[config.mk]
export PLATFORM = sky130hd
export DESIGN_NAME = axi_stream_pattern_gen
export DESIGN_NICKNAME = d
export VERILOG_FILES = /design/src/rtl/axi_stream_pattern_gen.sv
export SDC_FILE = /design/constraint.sdc
export NUM_CORES = 1
export LEC_CHECK = 0
export BUFFER_PORTS_ARGS = -buffer_cell sky130_fd_sc_hd__buf_2
export CAP_MARGIN = 20
export CORE_MARGIN = 5
export CORE_UTILIZATION = 60
export DETAILED_ROUTE_END_ITERATION = 8
export GPL_ROUTABILITY_DRIVEN = 1
export PLACE_DENSITY = 0.84
export SYNTH_ARGS = -nofsm -noshare
export SYNTH_HDL_FRONTEND = slang
export SYNTH_SLANG_ARGS = --single-unit
[constraint.sdc]
create_clock -name clk -period 11.35 [get_ports clk]
set_clock_uncertainty 0.2 [all_clocks]
set_input_delay 2.8375 -clock clk [delete_from_list [all_inputs] [get_ports clk]]
set_output_delay 2.8375 -clock clk [all_outputs]
set_load 0.01 [all_outputs]
[src/rtl/axi_stream_pattern_gen.sv]
// AXI-Stream test-pattern source: emits bursts of fixed-length packets carrying
// byte-increment, beat-counter, PRBS-32 or constant data, with full tready back-pressure.
module axi_stream_pattern_gen #(
   parameter int DATA_WIDTH   = 64,
   parameter int LENGTH_WIDTH = 16,
   parameter int BURST_WIDTH  = 8
) (
   input  logic                       clk,
   input  logic                       rst,
   input  logic                       i_start,
   input  logic [LENGTH_WIDTH-1:0]    i_length,
   input  logic [BURST_WIDTH-1:0]     i_burst_num,
   input  logic [1:0]                 i_mode,
   input  logic [31:0]                i_seed,
   input  logic                       i_ready,
   output logic [DATA_WIDTH-1:0]      o_data,
   output logic                       o_valid,
   output logic [DATA_WIDTH/8-1:0]    o_keep,
   output logic                       o_last,
   output logic                       o_busy,
   output logic                       o_done
);

   localparam int STRB_WIDTH = DATA_WIDTH / 8;
   localparam int SHIFT      = $clog2(STRB_WIDTH);
   localparam int BIT_WIDTH  = (STRB_WIDTH == 1) ? 1 : SHIFT;
   localparam int BEATS_W    = LENGTH_WIDTH - BIT_WIDTH + 1;

   typedef enum logic [1:0] {S_IDLE, S_SEND, S_DONE} state_t;

   state_t                   r_state;
   state_t                   w_next;
   logic [LENGTH_WIDTH-1:0]  r_length;
   logic [BEATS_W-1:0]       r_beats;
   logic [BURST_WIDTH-1:0]   r_bursts;
   logic [1:0]               r_mode;
   logic [31:0]              r_seed;
   logic [BEATS_W-1:0]       r_beat;
   logic [BURST_WIDTH-1:0]   r_pkt;
   logic [7:0]               r_byte;
   logic [31:0]              r_cnt;
   logic [31:0]              r_lfsr;

   logic [LENGTH_WIDTH:0]    w_sum;
   logic [BEATS_W-1:0]       w_beats;
   logic [LENGTH_WIDTH-1:0]  w_rem;
   logic [STRB_WIDTH-1:0]    w_keep_last;
   logic [DATA_WIDTH-1:0]    w_pat;
   logic                     w_load;
   logic                     w_hs;
   logic                     w_last;
   logic                     w_final_pkt;
   logic                     w_send;

   // One extra bit on the sum keeps ceil() exact when i_length is at its maximum.
   assign w_sum   = {1'b0, i_length} + (LENGTH_WIDTH + 1)'(STRB_WIDTH - 1);
   assign w_beats = BEATS_W'(w_sum >> SHIFT);
   assign w_rem   = r_length & LENGTH_WIDTH'(STRB_WIDTH - 1);

   assign w_send      = (r_state == S_SEND);
   assign w_load      = (r_state == S_IDLE) && i_start;
   assign w_hs        = w_send && i_ready;
   assign w_last      = (r_beat == r_beats - BEATS_W'(1));
   assign w_final_pkt = (r_pkt == r_bursts - BURST_WIDTH'(1));

   always_ff @(posedge clk) begin
      if (rst) r_state <= S_IDLE;
      else     r_state <= w_next;
   end

   always_comb begin
      w_next = r_state;
      case (r_state)
         S_IDLE: if (i_start) w_next = (i_length == '0) ? S_DONE : S_SEND;
         S_SEND: if (w_hs && w_last && w_final_pkt) w_next = S_DONE;
         S_DONE: w_next = S_IDLE;
         default: w_next = S_IDLE;
      endcase
   end

   // Run configuration is captured once per run and never touched mid-run.
   always_ff @(posedge clk) begin
      if (w_load) begin
         r_length <= i_length;
         r_beats  <= w_beats;
         r_bursts <= (i_burst_num == '0) ? BURST_WIDTH'(1) : i_burst_num;
         r_mode   <= i_mode;
         r_seed   <= i_seed;
      end
   end

   always_ff @(posedge clk) begin
      if (rst) begin
         r_beat <= '0;
         r_pkt  <= '0;
         r_byte <= '0;
         r_cnt  <= '0;
         r_lfsr <= '0;
      end else if (w_load) begin
         r_beat <= '0;
         r_pkt  <= '0;
         r_byte <= i_seed[7:0];
         r_cnt  <= i_seed;
         r_lfsr <= (i_seed == '0) ? 32'h0000_0001 : i_seed;
      end else if (w_hs) begin
         r_byte <= r_byte + 8'd1;
         r_cnt  <= r_cnt + 32'd1;
         // Fibonacci taps for x^32 + x^22 + x^2 + x + 1
         r_lfsr <= {r_lfsr[30:0], r_lfsr[31] ^ r_lfsr[21] ^ r_lfsr[1] ^ r_lfsr[0]};
         if (w_last) begin
            r_beat <= '0;
            r_pkt  <= r_pkt + BURST_WIDTH'(1);
         end else begin
            r_beat <= r_beat + BEATS_W'(1);
         end
      end
   end

   always_comb begin
      w_keep_last = '0;
      for (int i = 0; i < STRB_WIDTH; i++)
         w_keep_last[i] = (w_rem == '0) || (i < int'(w_rem));
   end

   always_comb begin
      w_pat = '0;
      for (int i = 0; i < DATA_WIDTH; i++) begin
         case (r_mode)
            2'd0:    w_pat[i] = r_byte[i % 8];
            2'd1:    w_pat[i] = (i < 32) ? r_cnt[i % 32] : 1'b0;
            2'd2:    w_pat[i] = r_lfsr[i % 32];
            default: w_pat[i] = r_seed[i % 32];
         endcase
      end
   end

   assign o_valid = w_send;
   assign o_data  = w_send ? w_pat : '0;
   assign o_keep  = w_send ? (w_last ? w_keep_last : '1) : '0;
   assign o_last  = w_send && w_last;
   assign o_busy  = (r_state != S_IDLE);
   assign o_done  = (r_state == S_DONE);

endmodule

Yosys cells after proc, flatten, opt, wreduce, memory -nomap -nowiden
Index checks and enable logic that the tools add are counted.
- add/subtract/negate cells: 7
- $lt $le $gt $ge: 8
- equal/unequal tests: 8
- muxes and demuxes: 79
- bitwise gates (word level): 3
- reduce and logical (&&, ||, !) cells: 24
- operator list (kind ; number):
    $pmux W1 S3 ; 64
    $mux W32 ; 5
    $mux W64 ; 1
    $add A32 B1 Y32 const B ; 1
    $logic_not A16 Y1 ; 2
    $logic_not A32 Y1 ; 1
    $mux W8 ; 4
    $add A16 B3 Y17 const B ; 1
    $add A8 B1 Y8 const B ; 2
    $add A14 B1 Y14 const B ; 1
    $eq A14 B14 Y1 ; 1
    $mux W14 ; 1
    $sub A14 B1 Y14 const B ; 1
    $lt A3 B3 Y1 const A ; 4
    $eq A8 B8 Y1 ; 1
    $logic_not A8 Y1 ; 1
    $logic_or A1 B1 Y1 ; 8
    $sub A8 B1 Y8 const B ; 1
    $lt A1 B3 Y1 const A ; 2
    $lt A2 B3 Y1 const A ; 2
    $mux W2 ; 3
    $logic_and A1 B1 Y1 ; 5
    $eq A2 B1 Y1 const B ; 2
    $eq A2 B2 Y1 const B ; 2
    8 further kinds ; 13
- flip-flop bits (word level): 155
- input bits: 62
- output and inout bits: 76
- logic and storage cells: 140

Longest topological paths before layout
Gate-level depths: netlist of the first run.
- word-level depth: 6
- depth in mapped cells: 11
- depth with buffers taken out: 9

Worst setup path before layout of the first run
Ideal clock, no wire load.
- kind: reg-to-output
- start point: register r_beats[5]
- end point: output o_keep[3]
- arrival: 2.747 ns
- required time: 8.312 ns
- path slack: 5.566 ns
- stages on the path, launching flop included: 10
- buffers on the path: 2
- cell sequence: edfxtp_1 -> or4_4 -> or3_1 -> or4_1 -> nand4b_1 -> or4_1 -> buf_2 -> clkbuf_1 -> nor3_1 -> nor2_1
- longest elaborated chain between the ends: 4
- RTL lines (what ; RTL line ; source):
    from (decl) ; 34 ; logic [BEATS_W-1:0] r_beats;
    from (signal assigned) ; 85 ; r_beats <= w_beats;
    $sub A14 B1 Y14 ; 63 ; assign w_last = (r_beat == r_beats - BEATS_W'(1));
    $eq A14 B14 Y1 ; 63 ;
    $mux W8 (2 in series) ; 139 ; assign o_keep = w_send ? (w_last ? w_keep_last : '1) : '0;
    to (decl) ; 18 ; output logic [DATA_WIDTH/8-1:0] o_keep,
No other way between the ends.

Worst setup path in the final report of the first run
- start point: register r_beats[0]
- end point: output o_keep[5]
The elaborated chain is that of the path after synthesis.

==> reports/results.ini, run 1 <==
[drt]
post-route-drc-count = 0
wl_microns = 24000
drt-pass1-iter-count = 7
antenna_left = 0
viasPerCell = 6.29
post_drt_wl_per_cell_microns = 18.5
vias = 8163
drt_iter0_markers = 1059

[critical_path]
r2r-end = r_beat[7]
crit_start = r_beats[0]
arrival_ns = 3.68
critPathMaxFanout = 19
cp.required_ns = 8.31
r2r_start = r_state[0]
reg2reg_slack_ns = 7.18
cp-start-kind = register
end_kind = output port
reg2regPathDepth = 9
path_class = register to output port

[placement]
place_hpwl_microns = 16000
postPlaceCellArea_sq_um = 9350
post-place-ws_ns = 4.80
place_congestion = 0.885
portBuffers = 137

[clock_network]
clockBufferDepth = 2
clock-root-buffer = clkbuf_16
cts-resized-gates = 0
cts_setup_buffers = 0
cts_made_buffers = 17
cts_hold_buf = 0
cts.clk_slew.worst_paths_ns = 0.06
cts_sinks = 155
insertion_delay_ns = 0.43
cts.htree.levels = 4
cts_tree = yes

[logic_synthesis]
avgSynthCellArea_sq_um = 8.54
async_flop_share = 0
ys_types = 61
ys.flop_type = dfxtp_1
synth.yosys.seq_area_share = 0.428
yosysTopAreaCell = dfxtp_1
synth_nets = 1078
ys_top_cells_by_area = dfxtp_1, edfxtp_1, nand2_1
synthCells = 1010
ys_ff_latch = 155
synth_area_sq_um = 8620
synth_edf_count = 59
yosys.area.top_type_share = 0.223
ys_warn_count = 0

[cells_and_area]
drive_above_1_share = 0.203
n_fill_cell = 1104
final_area_sq_um = 9990
fin_util = 0.714
syn_to_final_growth_pct = 15.8
layout_common_cells = buf_2, nand2_1, nor2_1
multi_input_area_sq_um = 4610
final_common_cell = buf_2
seqCellArea_sq_um = 3690
finalNetCount = 1172

[timing]
min_period_ns = 6.72
setup_tns_ns = 0
fmax_mhz = 149
rsz0062_at_grt = false
worstMarginPinSlew_ns = 0.963
finalSetupViolations = 0
setup_slack_ns = 4.63
fin_crit_sh = 0.592
slew_headroom = 0.342
slew_violations = 0
hold_violations = 0

[die]
io_pins = 138
core_area_sq_um = 14000
rows = 43
die_w_microns = 130
start_util = 0.616
fp.dieH_microns = 130
dieArea_sq_um = 16900

[min_path]
hold_path_startpoint = r_lfsr[6]
worst_hold_path_type = register to register
hold_end = r_lfsr[7]
holdPathStages = 2

[power_and_ir_drop]
leakage_nw = 4.08
power.density_nw_per_um2 = 149
ir_drop_v = 0.0000958

[global_route]
first_global_vias = 7513
grt_use_total = 0.283
grt-ovfl-total = 0
grt_pass1_wl_microns = 38000
grt_max_degree = 85
antenna_found_initial = 1

[status]
status = finished clean

[job]
cap_violations = 0

metal layers:
metal  routed length, microns  GRT usage  up-vias
met5                        0          0        -
met4                      574      0.105        0
met3                     2280     0.0544       58
met2                    10900      0.441      392
met1                    10200      0.395     3860
li1                         -          -     3853
cell type report:
cell class              instances  share of cell area
flip-flops and latches        155               0.370
clock buffers                  20              0.0468
clock inverters                12              0.0167
well taps                     180              0.0225
multi-input cells             768               0.462
diodes                          1            0.000251
repair buffers                147              0.0762
inverters                      15             0.00576
cells by family (layout without fill, tap and decap cells):
kind of cell / Yosys count / count (layout) / share of synthesized area
AND/OR/NAND/NOR: 433 / 433 / 0.239
buffers and inverters: 87 / 194 / 0.0380
adder cells (fa/ha/maj): 6 / 6 / 0.00871
AO/OA/AOI/OAI: 236 / 236 / 0.181
XOR/XNOR: 57 / 57 / 0.0579
flip-flops: 155 / 155 / 0.428
multiplexers: 36 / 36 / 0.0466
other: 0 / 1 / 0
Yosys cell counts, types with 2 or more instances:
master / number
nand2_1: 134
nor2_1: 120
dfxtp_1: 96
a21oi_1: 71
clkbuf_1: 68
edfxtp_1: 59
xnor2_1: 40
a21o_1: 34
nand3_1: 34
mux2_2: 33
o21ai_0: 29
a311oi_1: 27
nor3_1: 23
nor4_1: 23
a31oi_1: 20
nand4_1: 19
xor2_1: 17
and3_1: 15
inv_1: 14
a22oi_1: 10
and2_1: 9
or3_1: 9
nand2b_1: 8
nor2b_1: 8
o21bai_1: 8
or4_1: 7
a221oi_1: 6
ha_1: 6
o211ai_1: 5
or2_2: 5
and4_1: 4
a211oi_1: 3
buf_1: 3
mux2i_1: 3
nand4b_1: 3
nor3b_1: 3
o22ai_1: 3
a31o_2: 2
a41o_1: 2
a41oi_1: 2
nand3b_1: 2
o21ai_1: 2
o22a_1: 2
o31ai_1: 2
stage by stage:
stage | hold slack [ns] | std cells | total power, mW
final | 0.292 | 1298 | 1.49
after global routing | 0.318 | 1298 | 1.54
after CTS | 0.294 | 1297 | 1.49
after detailed placement | 0.286 | 1265 | 0.886
after global placement | 0.279 | 1265 | 0.880
after floorplan | 0.260 | 1010 | 0.809
critical path, stage by stage, from the launching register on:
cell,delay (ns)
edfxtp_1,0.46
inv_1,0.09
ha_1,0.30
nor4b_2,0.48
xnor2_1,0.14
nor4_1,0.33
o22ai_1,0.17
or4_1,0.75
nor2_1,0.27
a21oi_1,0.09
buf_2,0.16
power by group:
part,switching (mW),internal (mW)
logic,0.137,0.0869
registers,0.0364,0.620
clock network,0.226,0.385
total,0.400,1.09
sequential cells by signal, indices dropped and copies added, names as in the netlist:
name and count:
r_cnt 32, r_beat 14, r_mode 2, r_beats 14, r_byte 8, r_lfsr 32, r_seed 32, r_bursts 8
r_pkt 8, r_state 2, r_length 3
worst max-delay path by stage:
stage / depth (start not counted) / end / slack (ns)
3_3_place_gp: 9 / r_beat[9] / 4.95
6_report: 10 / o_keep[5] / 4.63
4_1_cts: 10 / o_keep[5] / 4.70
2_1_floorplan: 9 / o_keep[3] / 5.57
5_1_grt: 10 / o_keep[1] / 4.36
3_5_place_dp: 9 / r_beat[7] / 4.80
(Power assumes the default switching activity.)
==> run 2: changes to the inputs <==
CORE_UTILIZATION = 57   (was 60)
PLACE_DENSITY = 0.8   (was 0.84)
clock period = 6.35 ns   (was 11.35 ns; I/O delays follow)
==> run 2 against run 1 <==
Compared with the run above:
- utilization down 5.4 points
- clock power increased by 59%
- non-clock buffer count unchanged
- final area down 0.64%
- global-route usage down 1.0 points
- register-to-register slack got worse by 4.5 ns
- sequential power is 80% higher
- via count is 0.22% higher
- combinational power up 78%
- worst setup slack got worse by 3.8 ns
- cell count up 0.54%
- clock-buffer cell count is 1 lower
==> reports/results.ini, run 2 (synthesis gave the netlist of run 1 again) <==
[status]
status = finished clean  ; unchanged

[critical_path]
cp.depth = 8  ; was 10
crit_family = simple AND/OR/NAND/NOR gates  ; unchanged
critPathSlowestCell = or4_1  ; unchanged
max_stage_delay_ns = 0.81  ; was 0.75 ns
path_class = register to output port  ; unchanged
reg2regPathDepth = 9  ; unchanged
reg2reg_slack_ns = 2.64  ; was 7.18 ns
end_kind = output port  ; unchanged
arrival_ns = 3.72  ; was 3.68 ns
cp.required_ns = 4.56  ; was 8.31 ns
cp-start-kind = register  ; unchanged
critPathMaxFanout = 19  ; unchanged
worst-path-buf-inv = 1  ; was 2
path_cells = or4_4, or3_1, o31ai_2, nand4b_1, or4_1, nor2_1, a21oi_1, buf_2  ; was inv_1, ha_1, nor4b_2, xnor2_1, nor4_1, o22ai_1, or4_1, nor2_1, a21oi_1, buf_2

[die]
io_pins = 138  ; unchanged
fp.dieH_microns = 133  ; was 130 microns
core_area_sq_um = 15000  ; was 14,000 sq um
start_util = 0.574  ; was 0.616
die_w_microns = 133  ; was 130 microns
dieArea_sq_um = 17700  ; was 16,900 sq um
rows = 45  ; was 43

[cells_and_area]
n_fill_cell = 1266  ; was 1,104
drive_above_1_share = 0.203  ; unchanged
seqCellArea_sq_um = 3690  ; unchanged
reg_top3 = r_cnt: 32 flops, r_lfsr: 32 flops, r_seed: 32 flops  ; unchanged
num_antenna_cells = 0  ; was 1
syn_to_final_growth_pct = 15.1  ; was 15.8%
stdcell_count = 1305  ; was 1,298
multi_input_area_sq_um = 4610  ; unchanged
final_common_cell = buf_2  ; unchanged
layout_common_cells = buf_2, nand2_1, nor2_1  ; unchanged
finalNetCount = 1172  ; unchanged

[clock_network]
clock-root-buffer = clkbuf_16  ; unchanged
cts_setup_buffers = 0  ; unchanged
cts_hold_buf = 0  ; unchanged
insertion_delay_ns = 0.42  ; was 0.43 ns
cts.htree.levels = 4  ; unchanged
cts_tree = yes  ; unchanged
cts-resized-gates = 0  ; unchanged
cts_sinks = 155  ; unchanged
cts.clk_slew.worst_paths_ns = 0.06  ; about the same
cts_made_buffers = 17  ; unchanged
clockBufferDepth = 2  ; unchanged

[power_and_ir_drop]
leakage_nw = 4.05  ; was 4.08 nW
ir_drop_v = 0.000200  ; was 0.0000958 V
pwr-share-comb = 0.156  ; was 0.150
clock_power_share = 0.381  ; was 0.410
power.density_nw_per_um2 = 257  ; was 149 nW/um^2
power_mw = 2.55  ; was 1.49 mW
p_switching_mw = 0.718  ; was 0.400 mW
p_sw_frac = 0.282  ; was 0.268
sequentialPowerShare = 0.463  ; was 0.440
p_int_mw = 1.83  ; was 1.09 mW

[timing]
slew_violations = 0  ; unchanged
setup_tns_ns = 0  ; unchanged
hold_ws_ns = 0.298  ; was 0.292 ns
rsz0062_at_grt = false  ; unchanged
min_period_ns = 5.51
slew_headroom = 0.322  ; was 0.342
setup_slack_ns = 0.842  ; was 4.63 ns
hold_violations = 0  ; unchanged
worstMarginPinSlew_ns = 1.02  ; was 0.963 ns
fmax_mhz = 182
fin_crit_sh = 0.867
finalSetupViolations = 0  ; unchanged

[placement]
place_congestion = 0.854  ; was 0.885
place_inst = 1273  ; was 1,265
place_hpwl_microns = 16700  ; was 16,000 microns
post-place-ws_ns = 1.31  ; was 4.80 ns
portBuffers = 137  ; unchanged

[job]
cap_violations = 0  ; unchanged

[drt]
drt-pass1-iter-count = 6  ; was 7
drt_iter0_markers = 1040  ; was 1,059
post_drt_wl_per_cell_microns = 18.8  ; was 18.5 microns
wl_microns = 24600  ; was 24,000 microns
antenna_left = 0  ; unchanged
post-route-drc-count = 0  ; unchanged
vias = 8181  ; was 8,163
viasPerCell = 6.27  ; was 6.29

[global_route]
antenna_found_initial = 0  ; was 1
first_global_vias = 7520  ; was 7,513
grt-ovfl-total = 0  ; unchanged
grt_max_degree = 81  ; was 85
met1_usage = 0.376  ; was 0.395
grt_use_met3 = 0.0635  ; was 0.0544
met2_usage = 0.423  ; was 0.441
grt_use_total = 0.273  ; was 0.283
grt_pass1_wl_microns = 38900  ; was 38,000 microns
grt_busiest_layer = met2  ; unchanged

[min_path]
worst_hold_path_type = register to register  ; unchanged
holdPathStages = 2  ; unchanged

run 2: cell type report:
type,count,share of cell area
timing repair buffer,147,0.0767
clock inverter,13,0.00996
clock buffer,19,0.0468
multi-input combinational,768,0.465
sequential,155,0.372
tap,188,0.0237
inverter,15,0.00580
run 2: stage by stage:
step	cell area, sq um	util
final	9920	0.660
after global routing	9920	0.660
after CTS	9920	0.660
after detailed placement	9360	0.623
after global placement	9360	0.623
after floorplan	8620	-
run 2: final timing paths:
check / from / to
worst max-delay path: r_beats[5] / o_keep[6]
worst min-delay path: r_lfsr[15] / r_lfsr[16]
worst max register to register: r_state[1] / r_byte[7]
worst min register to register: r_lfsr[15] / r_lfsr[16]
run 2: metal layers:
| metal | routed length (microns) | vias to the layer above |
|---|---|---|
| li1 | - | 3850 |
| met4 | 705 | 0 |
| met2 | 11300 | 429 |
| met3 | 2290 | 56 |
| met1 | 10300 | 3846 |
| met5 | 0 | - |
run 2: power groups by stage:
stage	registers [mW]	clock network [mW]	logic [mW]
floorplan	1.17	0	0.275
global placement	1.19	0	0.383
detailed placement	1.20	0	0.392
CTS	1.18	0.972	0.395
global route	1.19	1.02	0.435
finish	1.18	0.970	0.398
run 2: tightest hold or removal path, stage by stage, from the launching register on:
cell	delay, ns
dfxtp_1	0.32
nand2_1	0.06
a311oi_1	0.07
==> run 3: changes to the inputs <==
CELL_PAD_IN_SITES_DETAIL_PLACEMENT = 0   (was not set)
CELL_PAD_IN_SITES_GLOBAL_PLACEMENT = 2   (was not set)
CORE_UTILIZATION = 34   (was 57)
PLACE_DENSITY = not set   (was 0.8)
PLACE_DENSITY_LB_ADDON = 0.1   (was not set)
==> run 3 against run 2 <==
Compared with the run above:
- maximum frequency is 0.23% lower
- largest cell class unchanged
- critical path depth is 2 higher
- register-to-register slack worse by 0.04 ns
- die area is 62% higher
- combinational power increased by 3%
==> reports/results.ini, run 3 (synthesis gave the netlist of run 1 again) <==
[cells_and_area]
multi_input_area_sq_um = 4610  ; unchanged
reg_top3 = r_cnt: 32 flops, r_lfsr: 32 flops, r_seed: 32 flops  ; unchanged
seqCellArea_sq_um = 3690  ; unchanged
num_antenna_cells = 0  ; unchanged
fin_util = 0.403  ; was 0.660
final_common_cell = buf_2  ; unchanged
n_fill_cell = 2658  ; was 1,266
drive_above_1_share = 0.205  ; was 0.203
layout_common_cells = buf_2, nand2_1, nor2_1  ; unchanged
syn_to_final_growth_pct = 17.2  ; was 15.1%
finalNetCount = 1173  ; was 1,172

[clock_network]
cts_sinks = 155  ; unchanged
clock-root-buffer = clkbuf_16  ; unchanged
cts.htree.levels = 4  ; unchanged
cts_made_buffers = 17  ; unchanged
cts_tree = yes  ; unchanged
cts_hold_buf = 0  ; unchanged
clockBufferDepth = 2  ; unchanged
cts.clk_slew.worst_paths_ns = 0.07  ; was 0.06 ns
cts-resized-gates = 0  ; unchanged
insertion_delay_ns = 0.43  ; was 0.42 ns
cts_setup_buffers = 0  ; unchanged

[critical_path]
reg2reg_slack_ns = 2.60  ; was 2.64 ns
path_cells = inv_1, ha_1, nor4b_2, nand2_1, a211oi_1, o22ai_1, or4_1, nor2_1, a21oi_1, buf_2  ; was or4_4, or3_1, o31ai_2, nand4b_1, or4_1, nor2_1, a21oi_1, buf_2
max_stage_delay_ns = 0.79  ; was 0.81 ns
critPathMaxFanout = 19  ; unchanged
critPathSlowestCell = or4_1  ; unchanged
arrival_ns = 3.73  ; was 3.72 ns
cp.required_ns = 4.56  ; about the same
end_kind = output port  ; unchanged
r2r_start = r_beats[0]  ; was r_state[1]
path_class = register to output port  ; unchanged
r2r-end = r_beat[11]  ; was r_byte[7]
reg2regPathDepth = 9  ; unchanged
cp-start-kind = register  ; unchanged

[drt]
post_drt_wl_per_cell_microns = 19.7  ; was 18.8 microns
post-route-drc-count = 0  ; unchanged
top_layer_used = met4  ; unchanged
wl_met3_microns = 1330  ; was 2290 microns
wl_met2_microns = 12800  ; was 11,300 microns
drt-pass1-iter-count = 5  ; was 6
viasPerCell = 5.38  ; was 6.27
vias = 7794  ; was 8,181
wl_met1_microns = 14100  ; was 10,300 microns
wl_microns = 28500  ; was 24,600 microns
drt_iter0_markers = 521  ; was 1,040
antenna_left = 0  ; unchanged

[global_route]
grt_pass1_wl_microns = 43800  ; was 38,900 microns
antenna_found_initial = 0  ; unchanged
grt_max_degree = 81  ; unchanged
grt_use_total = 0.194  ; was 0.273
first_global_vias = 7462  ; was 7,520
grt-ovfl-total = 0  ; unchanged

[placement]
place_hpwl_microns = 19400  ; was 16,700 microns
portBuffers = 137  ; unchanged
place_congestion = 0.762  ; was 0.854

[min_path]
hold_path_startpoint = r_pkt[5]  ; was r_lfsr[15]
holdPathStages = 2  ; unchanged
hold_end = r_pkt[5]  ; was r_lfsr[16]
worst_hold_path_type = register to register  ; unchanged

[power_and_ir_drop]
leakage_nw = 4.05  ; about the same
sequentialPowerShare = 0.455  ; was 0.463
p_sw_frac = 0.296  ; was 0.282
pwr-share-comb = 0.158  ; was 0.156
power_mw = 2.58  ; was 2.55 mW
clock_power_share = 0.387  ; was 0.381
ir_drop_v = 0.000128  ; was 0.000200 V
p_int_mw = 1.82  ; was 1.83 mW
power.density_nw_per_um2 = 256  ; was 257 nW/um^2
p_switching_mw = 0.765  ; was 0.718 mW

[timing]
fmax_mhz = 181  ; was 182 MHz
finalSetupViolations = 0  ; unchanged
fin_crit_sh = 0.869  ; was 0.867
hold_violations = 0  ; unchanged
slew_headroom = 0.337  ; was 0.322
rsz0062_at_grt = false  ; unchanged
min_period_ns = 5.52  ; was 5.51 ns
setup_tns_ns = 0  ; unchanged
slew_violations = 0  ; unchanged
worstMarginPinSlew_ns = 0.969  ; was 1.02 ns
hold_ws_ns = 0.296  ; was 0.298 ns

[die]
dieArea_sq_um = 28600  ; was 17,700 sq um
io_pins = 138  ; unchanged
core_area_sq_um = 25100  ; was 15,000 sq um
rows = 58  ; was 45
fp.dieH_microns = 169  ; was 133 microns
die_w_microns = 169  ; was 133 microns
start_util = 0.343  ; was 0.574

[status]
status = finished clean  ; unchanged

[job]
cap_violations = 0  ; unchanged

## run 3: cell types whose count changed in the layout (fill, tap and decap cells not counted)
cell	change
clkinv_1	-3
clkinvlp_4	+1
buf_4	+1
clkinv_2	-3
clkbuf_1	+2
clkinv_4	+1
inv_6	+3
clkbuf_16	-1
## run 3: worst max-delay path: cells and delay by family, from the launching register on
kind / cells / cell delay, ns
simple gates: 4 / 1.70
fa+ha+maj: 1 / 0.31
buf+inv: 2 / 0.26
compound gates: 3 / 0.61
flops: 1 / 0.45
## run 3: cell type report
type | count | share of cell area
clock buffers | 20 | 0.0442
clock inverters | 12 | 0.0114
inverters | 15 | 0.00569
multi-input cells | 768 | 0.456
flip-flops and latches | 155 | 0.365
well taps | 330 | 0.0408
repair buffers | 148 | 0.0760
## run 3: power groups by stage
stage	clock (mW)	sequential, mW	combinational, mW
2_1_floorplan	0	1.17	0.275
3_3_place_gp	0	1.20	0.413
3_5_place_dp	0	1.20	0.413
4_1_cts	1.02	1.17	0.414
5_1_grt	1.06	1.18	0.456
6_report	0.999	1.18	0.409
## run 3: worst max-delay path by stage
stage / cells after the start / startpoint / endpoint / slack [ns]
4_1_cts: 8 / r_beats[5] / o_keep[6] / 0.84
6_report: 10 / r_beats[0] / o_keep[6] / 0.83
3_3_place_gp: 8 / r_beats[5] / o_keep[6] / 1.35
2_1_floorplan: 9 / r_beats[5] / o_keep[3] / 1.82
5_1_grt: 10 / r_beats[0] / o_keep[5] / 0.56
3_5_place_dp: 8 / r_beats[5] / o_keep[6] / 1.30
## run 3: routing by layer
metal  track usage  vias up
li1              -     3854
met1         0.288     3741
met2         0.306      190
met3        0.0266        9
met4        0.0371        0
met5             0        -
## run 3: stage by stage
| step | setup WS [ns] | instances | instance area [sq um] |
|---|---|---|---|
| after floorplan | 1.82 | 1010 | 8620 |
| after global placement | 1.35 | 1416 | 9550 |
| after detailed placement | 1.30 | 1416 | 9550 |
| after CTS | 0.839 | 1448 | 10100 |
| after global routing | 0.562 | 1448 | 10100 |
| final | 0.829 | 1448 | 10100 |
